[src/rtl/acc_pktgen.sv]
// MoSAIC traffic initiator/checker: sends numbered packets to a loopback tile and checks what comes back.
// Define ACC_PKTGEN_CHECK_EN to build the RX checker; otherwise RX is a counting sink.
module acc_pktgen #(
    parameter int BW      = 32,
    parameter int BWB     = BW / 8,
    parameter int XY_SZ   = 3,
    parameter int LEN_W   = 8,
    parameter int CNT_W   = 16,
    parameter int MAX_OUT = 4,
    localparam int OW     = $clog2(MAX_OUT + 1)
) (
    input  logic                 clk_line,
    input  logic                 clk_line_rst_low,
    input  logic [2*XY_SZ-1:0]   HsrcId,
    input  logic                 cfg_start,
    input  logic [2*XY_SZ-1:0]   cfg_dest,
    input  logic [LEN_W-1:0]     cfg_len,
    input  logic [CNT_W-1:0]     cfg_num_pkts,
    output logic                 stream_out_TVALID,
    output logic [BW-1:0]        stream_out_TDATA,
    output logic [BWB-1:0]       stream_out_TKEEP,
    output logic                 stream_out_TLAST,
    input  logic                 stream_out_TREADY,
    input  logic                 stream_in_TVALID,
    input  logic [BW-1:0]        stream_in_TDATA,
    input  logic [BWB-1:0]       stream_in_TKEEP,
    input  logic                 stream_in_TLAST,
    output logic                 stream_in_TREADY,
    output logic                 busy,
    output logic                 done,
    output logic [CNT_W-1:0]     tx_count,
    output logic [CNT_W-1:0]     rx_count,
    output logic [CNT_W-1:0]     err_count,
    output logic [OW-1:0]        outstanding
);

    localparam int SW = BW - 4 * XY_SZ;
    localparam logic [BW-1:0] LO_MASK = {{(BW - BW/2){1'b0}}, {(BW/2){1'b1}}};

    function automatic logic [BW-1:0] hdr_word(
        input logic [CNT_W-1:0]   seq,
        input logic [2*XY_SZ-1:0] src,
        input logic [2*XY_SZ-1:0] dst
    );
        return {SW'(seq), src, dst};
    endfunction

    function automatic logic [BW-1:0] pay_word(
        input logic [CNT_W-1:0] seq,
        input logic [LEN_W:0]   k
    );
        return (BW'(seq) << (BW/2)) | (BW'(k) & LO_MASK);
    endfunction

    typedef enum logic [1:0] {TX_IDLE, TX_HDR, TX_PAY} tx_state_t;

    tx_state_t            tx_st;
    logic [LEN_W-1:0]     tx_k;
    logic [2*XY_SZ-1:0]   dest_q;
    logic [LEN_W-1:0]     len_q;
    logic [CNT_W-1:0]     num_q;

    logic                 accept;
    logic                 tx_hs;
    logic                 hdr_hs;
    logic                 tx_pkt;
    logic                 rx_hs;
    logic                 rx_inc;
    logic                 err_inc;
    logic                 out_dec;
    logic                 can_send;
    logic [CNT_W-1:0]     tx_nxt;
    logic [CNT_W-1:0]     rx_nxt;
    logic [OW-1:0]        out_nxt;
    logic [BW-1:0]        next_hdr;

    assign accept   = cfg_start && !busy;
    assign tx_hs    = stream_out_TVALID && stream_out_TREADY;
    assign hdr_hs   = tx_hs && (tx_st == TX_HDR);
    assign tx_pkt   = tx_hs && stream_out_TLAST;
    assign rx_hs    = stream_in_TVALID && stream_in_TREADY;
    assign tx_nxt   = tx_count + CNT_W'(tx_pkt);
    assign rx_nxt   = rx_count + CNT_W'(rx_inc);
    // A same-cycle header send lets a return retire even from zero.
    assign out_dec  = rx_inc && ((outstanding != '0) || hdr_hs);
    assign out_nxt  = outstanding + OW'(hdr_hs) - OW'(out_dec);
    assign can_send = busy && (tx_nxt < num_q) && (out_nxt < OW'(MAX_OUT));
    assign next_hdr = hdr_word(tx_nxt, HsrcId, dest_q);

    assign stream_out_TKEEP = {BWB{stream_out_TVALID}};

    always_ff @(posedge clk_line or negedge clk_line_rst_low) begin
        if (!clk_line_rst_low) begin
            dest_q      <= '0;
            len_q       <= '0;
            num_q       <= '0;
            busy        <= 1'b0;
            done        <= 1'b0;
            tx_count    <= '0;
            rx_count    <= '0;
            err_count   <= '0;
            outstanding <= '0;
        end else if (accept) begin
            dest_q      <= cfg_dest;
            len_q       <= cfg_len;
            num_q       <= cfg_num_pkts;
            busy        <= (cfg_num_pkts != '0);
            done        <= (cfg_num_pkts == '0);
            tx_count    <= '0;
            rx_count    <= '0;
            err_count   <= '0;
            outstanding <= '0;
        end else begin
            tx_count    <= tx_nxt;
            rx_count    <= rx_nxt;
            outstanding <= out_nxt;
            if (err_inc && (err_count != '1)) begin
                err_count <= err_count + CNT_W'(1);
            end
            if (busy && (tx_nxt == num_q) && (rx_nxt == num_q)) begin
                done <= 1'b1;
                busy <= 1'b0;
            end
        end
    end

    always_ff @(posedge clk_line or negedge clk_line_rst_low) begin
        if (!clk_line_rst_low) begin
            tx_st             <= TX_IDLE;
            tx_k              <= '0;
            stream_out_TVALID <= 1'b0;
            stream_out_TDATA  <= '0;
            stream_out_TLAST  <= 1'b0;
        end else begin
            unique case (tx_st)
                TX_IDLE: begin
                    if (can_send) begin
                        stream_out_TVALID <= 1'b1;
                        stream_out_TDATA  <= next_hdr;
                        stream_out_TLAST  <= (len_q == '0);
                        tx_st             <= TX_HDR;
                    end
                end
                TX_HDR, TX_PAY: begin
                    if (tx_hs && stream_out_TLAST) begin
                        // Packet finished: chain the next header or park.
                        if (can_send) begin
                            stream_out_TDATA <= next_hdr;
                            stream_out_TLAST <= (len_q == '0);
                            tx_st            <= TX_HDR;
                        end else begin
                            stream_out_TVALID <= 1'b0;
                            stream_out_TLAST  <= 1'b0;
                            tx_st             <= TX_IDLE;
                        end
                    end else if (tx_hs && (tx_st == TX_HDR)) begin
                        stream_out_TDATA <= pay_word(tx_count, '0);
                        stream_out_TLAST <= (len_q == LEN_W'(1));
                        tx_k             <= LEN_W'(1);
                        tx_st            <= TX_PAY;
                    end else if (tx_hs) begin
                        stream_out_TDATA <= pay_word(tx_count, {1'b0, tx_k});
                        stream_out_TLAST <= (tx_k == len_q - LEN_W'(1));
                        tx_k             <= tx_k + LEN_W'(1);
                    end
                end
                default: tx_st <= TX_IDLE;
            endcase
        end
    end

    always_ff @(posedge clk_line or negedge clk_line_rst_low) begin
        if (!clk_line_rst_low) begin
            stream_in_TREADY <= 1'b0;
        end else begin
            stream_in_TREADY <= 1'b1;
        end
    end

`ifdef ACC_PKTGEN_CHECK_EN
    typedef enum logic {RX_HDR, RX_PAY} rx_state_t;

    rx_state_t        rx_st;
    logic [LEN_W:0]   rx_idx;
    logic             rx_bad;
    logic             rx_stray;
    logic [BW-1:0]    exp_hdr;
    logic [BW-1:0]    exp_pay;
    logic             word_bad;
    logic             last_bad;
    logic             stray_now;
    logic             bad_fin;
    logic             rx_fin;
    logic             unused_keep;

    assign unused_keep = ^stream_in_TKEEP;
    assign exp_hdr     = hdr_word(rx_count, dest_q, HsrcId);
    assign exp_pay     = pay_word(rx_count, rx_idx);
    assign rx_fin      = rx_hs && stream_in_TLAST;

    always_comb begin
        word_bad  = 1'b0;
        last_bad  = 1'b0;
        stray_now = rx_stray;
        if (rx_st == RX_HDR) begin
            word_bad  = (stream_in_TDATA != exp_hdr);
            last_bad  = (len_q != '0);
            stray_now = (outstanding == '0);
        end else begin
            word_bad = (rx_idx >= {1'b0, len_q}) || (stream_in_TDATA != exp_pay);
            last_bad = ((rx_idx + (LEN_W+1)'(1)) != {1'b0, len_q});
        end
        bad_fin = word_bad || last_bad || ((rx_st == RX_PAY) && rx_bad);
    end

    assign rx_inc  = rx_fin && !stray_now;
    assign err_inc = rx_fin && (stray_now || bad_fin);

    always_ff @(posedge clk_line or negedge clk_line_rst_low) begin
        if (!clk_line_rst_low) begin
            rx_st    <= RX_HDR;
            rx_idx   <= '0;
            rx_bad   <= 1'b0;
            rx_stray <= 1'b0;
        end else if (rx_hs) begin
            unique case (rx_st)
                RX_HDR: begin
                    if (!stream_in_TLAST) begin
                        rx_st    <= RX_PAY;
                        rx_idx   <= '0;
                        rx_bad   <= word_bad;
                        rx_stray <= (outstanding == '0);
                    end
                end
                RX_PAY: begin
                    if (stream_in_TLAST) begin
                        rx_st <= RX_HDR;
                    end else begin
                        // Saturate so a runaway packet stays flagged over-length.
                        if (rx_idx != '1) begin
                            rx_idx <= rx_idx + (LEN_W+1)'(1);
                        end
                        rx_bad <= rx_bad || word_bad;
                    end
                end
                default: rx_st <= RX_HDR;
            endcase
        end
    end
`else
    logic unused_in;

    assign unused_in = ^{stream_in_TDATA, stream_in_TKEEP};
    assign rx_inc    = rx_hs && stream_in_TLAST;
    assign err_inc   = 1'b0;
`endif

endmodule

[config.mk]
export PLATFORM = sky130hd
export DESIGN_NAME = acc_pktgen
export DESIGN_NICKNAME = d
export VERILOG_FILES = /design/src/rtl/acc_pktgen.sv
export SDC_FILE = /design/constraint.sdc
export NUM_CORES = 1
export LEC_CHECK = 0
export ABC_AREA = 0
export BUFFER_PORTS_ARGS = -buffer_cell sky130_fd_sc_hd__buf_2
export CAP_MARGIN = 20
export CORE_ASPECT_RATIO = 1.2
export CORE_MARGIN = 3
export CORE_UTILIZATION = 55
export CTS_BUF_LIST = sky130_fd_sc_hd__clkbuf_8
export DETAILED_ROUTE_END_ITERATION = 7
export HOLD_SLACK_MARGIN = 0.05
export PLACE_DENSITY = 0.84
export RECOVER_POWER = 50
export SLEW_MARGIN = 0
export SYNTH_ARGS = -nofsm -noshare
export SYNTH_HDL_FRONTEND = slang
export SYNTH_SLANG_ARGS = --single-unit
[constraint.sdc]
create_clock -name clk_line -period 4.2 [get_ports clk_line]
set_input_delay 0.21 -clock clk_line [delete_from_list [all_inputs] [get_ports clk_line]]
set_output_delay 0.21 -clock clk_line [all_outputs]
set_load 0.05 [all_outputs]
==> results.md <==
- # H-tree levels: 3
- Rows: 42
- Vias per inst: roughly 5.7
- Final TNS setup: 0 ns
- DR pass1 iterations: 4
- Share of cells above drive strength 1: between 10% and 20%
- Setup crit end kind: flop
- Ys async rst share: between 90% and 100%
- Antenna viol nets, final: 0
- Die width: between 100 and 150 µm
- DRT iter0 DRCs: about 250
- Cell taking the most area after synthesis: dfrtp_1
- Root Buffer: clkbuf_8
- Leakage: between 3 and 4 nW
- WL/cell: about 17 µm
- Worst setup SP type: flop
- Fmax: roughly 250 MHz
- Largest net degree at the start of global routing: 79
- R2r setup slk: approximately 0.25 ns
- Core ar.: roughly 0.011 mm²
- Slowest CP cell: dfrtp_1
- Starting Density: around 57%
- Fin. Hold Viols: 0
- Yosys cell types: 70
- Synth area leaders: dfrtp_1 44%, ha_1 5.6%, nor2_1 4.3%
- RSZ-0062 raised after global routing: no
- Most frequent cells after synthesis: 112 x dfrtp_1, 72 x nor2_1, 44 x inv_1
- Pre-CTS setup slack: about 0.11 ns
- Mapped Area: between 0.006 and 0.007 mm²
- DR vias: around 5,400
- Routability Congestion: 0.888
- Sequential fraction of the synthesis area: between 40% and 50%
- Post-CTS Setup Bufs: 0
- Worst Max-Slew Pin Slew: 3.06 ns
- Clk_lat worst skew: ~0.4 ns
- First-pass GRT wire length: about 27,000 µm
- Critical Path RT: 4.53 ns
- PortBufs: around 120
- Fillcell total: roughly 930
- Post-route worst setup slack: about 0.25 ns
- Sink Count: roughly 110
- Largest delay share family, worst path: simple AND/OR/NAND/NOR gates
- Non-filler cells, final: ~940
- Period utilization: between 90% and 100%
- Final net count: roughly 890
- Yosys warnings: 0
- Worst slew margin: -104%
- CTS tree: done
- Die ar.: ~0.013 mm²
- Io pins: 170
- Number of global-route vias before repair: 5,410
- DP Wirelength: about 12,000 µm
- VDD IR max: around 480 µV
- Status: finished, violations left
- Max_cap viols: 2
- Worst-case clock buffer depth: 2
- Critical path peak fanout: 5
- Final wirelength: about 16,000 µm
- CP bufs+invs: 3
- Yosys reg bits: 112
- Initial antenna violation count: 1
- Slew Limit Fails: roughly 110
- DP Cell Count: approximately 900
- Worst path arrival time: approximately 4.3 ns
- Syn avg cell area: between 9 and 10 µm²
- Crit Path Class: flop to flop
- Chip height: roughly 120 µm
- Hold Crit Class: primary input to flop
- Clock Skews: around 0.013 ns
- Post-synth EDFFs: 0
- Area share of the largest cell type after synthesis: 44.4%
- Max incr delay on CP: about 0.43 ns
- CTS Buf Count: 9
- Period minus WS final: 3.95 ns
- Synthesized instance count: between 600 and 700
- PD cells: roughly 630 mW/mm²
- Ys flop type: dfrtp_1
- Crit-path cells: and3_1 > ha_1 > nand2_1 > nor4_1 > buf_4 > nor3b_1 > xnor2_1 > inv_1 > ha_1 > nand4_1 > nor4_1 > buf_4 > o31ai_1 > a2111oi_2 > nand4_1 > a2111oi_4 > nand2b_1
- Most frequent cell after synthesis: dfrtp_1
- Clock transition at path regs: roughly 0.11 ns
- # setup viols final: 0
- Global-route usage over all layers: approximately 26%
- Grt ovf: 0
- Failing checks: capacitance limit, slew limit
- DRC Markers: 0
- Area delta synth->final: 17.6%
## per-stage QoR
step,area (µm²),hold slack [ns],power [mW],util (%)
finish,7420,0.0596,4.69,66.6
global route,7420,0.0506,5.00,66.6
CTS,7440,0.0541,4.68,66.7
detailed placement,6980,0.384,4.01,62.7
global placement,6980,0.374,3.93,62.7
floorplan,6370,-0.0856,3.39,-
## worst register-to-register path, delay by kind of cell, from the launching register on
family | cells | cell delay (ns)
fa+ha+maj | 2 | 0.54
compound gates | 3 | 0.62
buf+inv | 3 | 0.44
xor+xnor | 1 | 0.18
flops | 1 | 0.43
simple gates | 8 | 1.69
## power by group
group          leakage, nW  switching, mW  internal (mW)  total [mW]
combinational         2.05           1.71          0.786        2.49
sequential            1.43          0.232           1.32        1.55
clock               0.0977          0.405          0.247       0.652
## flip-flops by register name (all words and copies together), names as in the netlist, 2 cells and up
| register | cells |
|---|---|
| tx_count | 16 |
| len_q | 8 |
| tx_k | 8 |
| rx_count | 16 |
| outstanding | 3 |
| tx_st | 2 |
| num_q | 16 |
| dest_q | 6 |
| stream_out_TDATA | 32 |
## logic make-up (layout without fill, tap and decap cells)
| logic type | after synthesis | after routing | synth area share (%) |
|---|---|---|---|
| buffers and inverters | 90 | 217 | 7.24 |
| XOR/XNOR | 49 | 49 | 7.26 |
| adder cells (fa/ha/maj) | 30 | 30 | 6.03 |
| other | 2 | 18 | 0.119 |
| AND/OR/NAND/NOR | 219 | 219 | 18.1 |
| flip-flops | 112 | 112 | 44.4 |
| AO/OA/AOI/OAI | 126 | 126 | 14.0 |
| multiplexers | 16 | 16 | 2.82 |
## path summary, 6_finish.rpt
path | startpoint | cells past startpoint | end
worst max-delay path | stream_out_TLAST | 17 | done
worst min-delay path | cfg_len[4] | 2 | len_q[4]
worst max register to register | stream_out_TLAST | 17 | done
worst min register to register | stream_out_TDATA[1] | 1 | stream_out_TDATA[1]
max in group asynchronous | clk_line_rst_low | 3 | stream_out_TLAST
min in group asynchronous | clk_line_rst_low | 3 | rx_count[2]
## final cells by class
type,count,area (µm²),area share (%)
clock buffers,10,138,1.85
clock inverters,6,56.3,0.759
repair buffers,157,913,12.3
diodes,1,2.50,0.0337
well taps,154,193,2.60
inverters,44,165,2.23
flip-flops and latches,112,2800,37.8
multi-input cells,457,3150,42.5
## per-layer routing
metal | wire length, µm | share of wire [%] | vias to the layer above | track usage [%]
li1 | - | - | 2503 | -
met1 | 6310 | 39 | 2607 | 30.3
met2 | 8230 | 51 | 212 | 47.1
met3 | 971 | 6.0 | 42 | 3.92
met4 | 594 | 3.7 | 0 | 12.2
met5 | 0 | 0 | - | 0
## placed cells by master (no fill, tap or decap), drive strengths merged, types with 3 or more instances in the layout
cell type,count
dfrtp,112
buf,92
nor2,75
inv,49
clkbuf,49
nand2,44
o21ai,31
nand3,30
ha,28
xnor2,26
dlygate4sd3,26
a21oi,24
xor2,21
conb,17
mux2,14
a22o,12
nor4,12
nand4,11
nor3,11
o2bb2ai,9
nor2b,9
and3,9
a221o,8
a22oi,8
a31oi,6
o22a,4
nand2b,3
a211oi,3
a32oi,3
or3,3
a2111oi,3
## repair_timing
item,in CTS,in global routing
hold buffers,26,0
hold endpoints to repair,137,0
endpoints found under the setup margin,0,30
gates resized for setup,0,6
No activity file was read; power rests on OpenSTA's default activity.
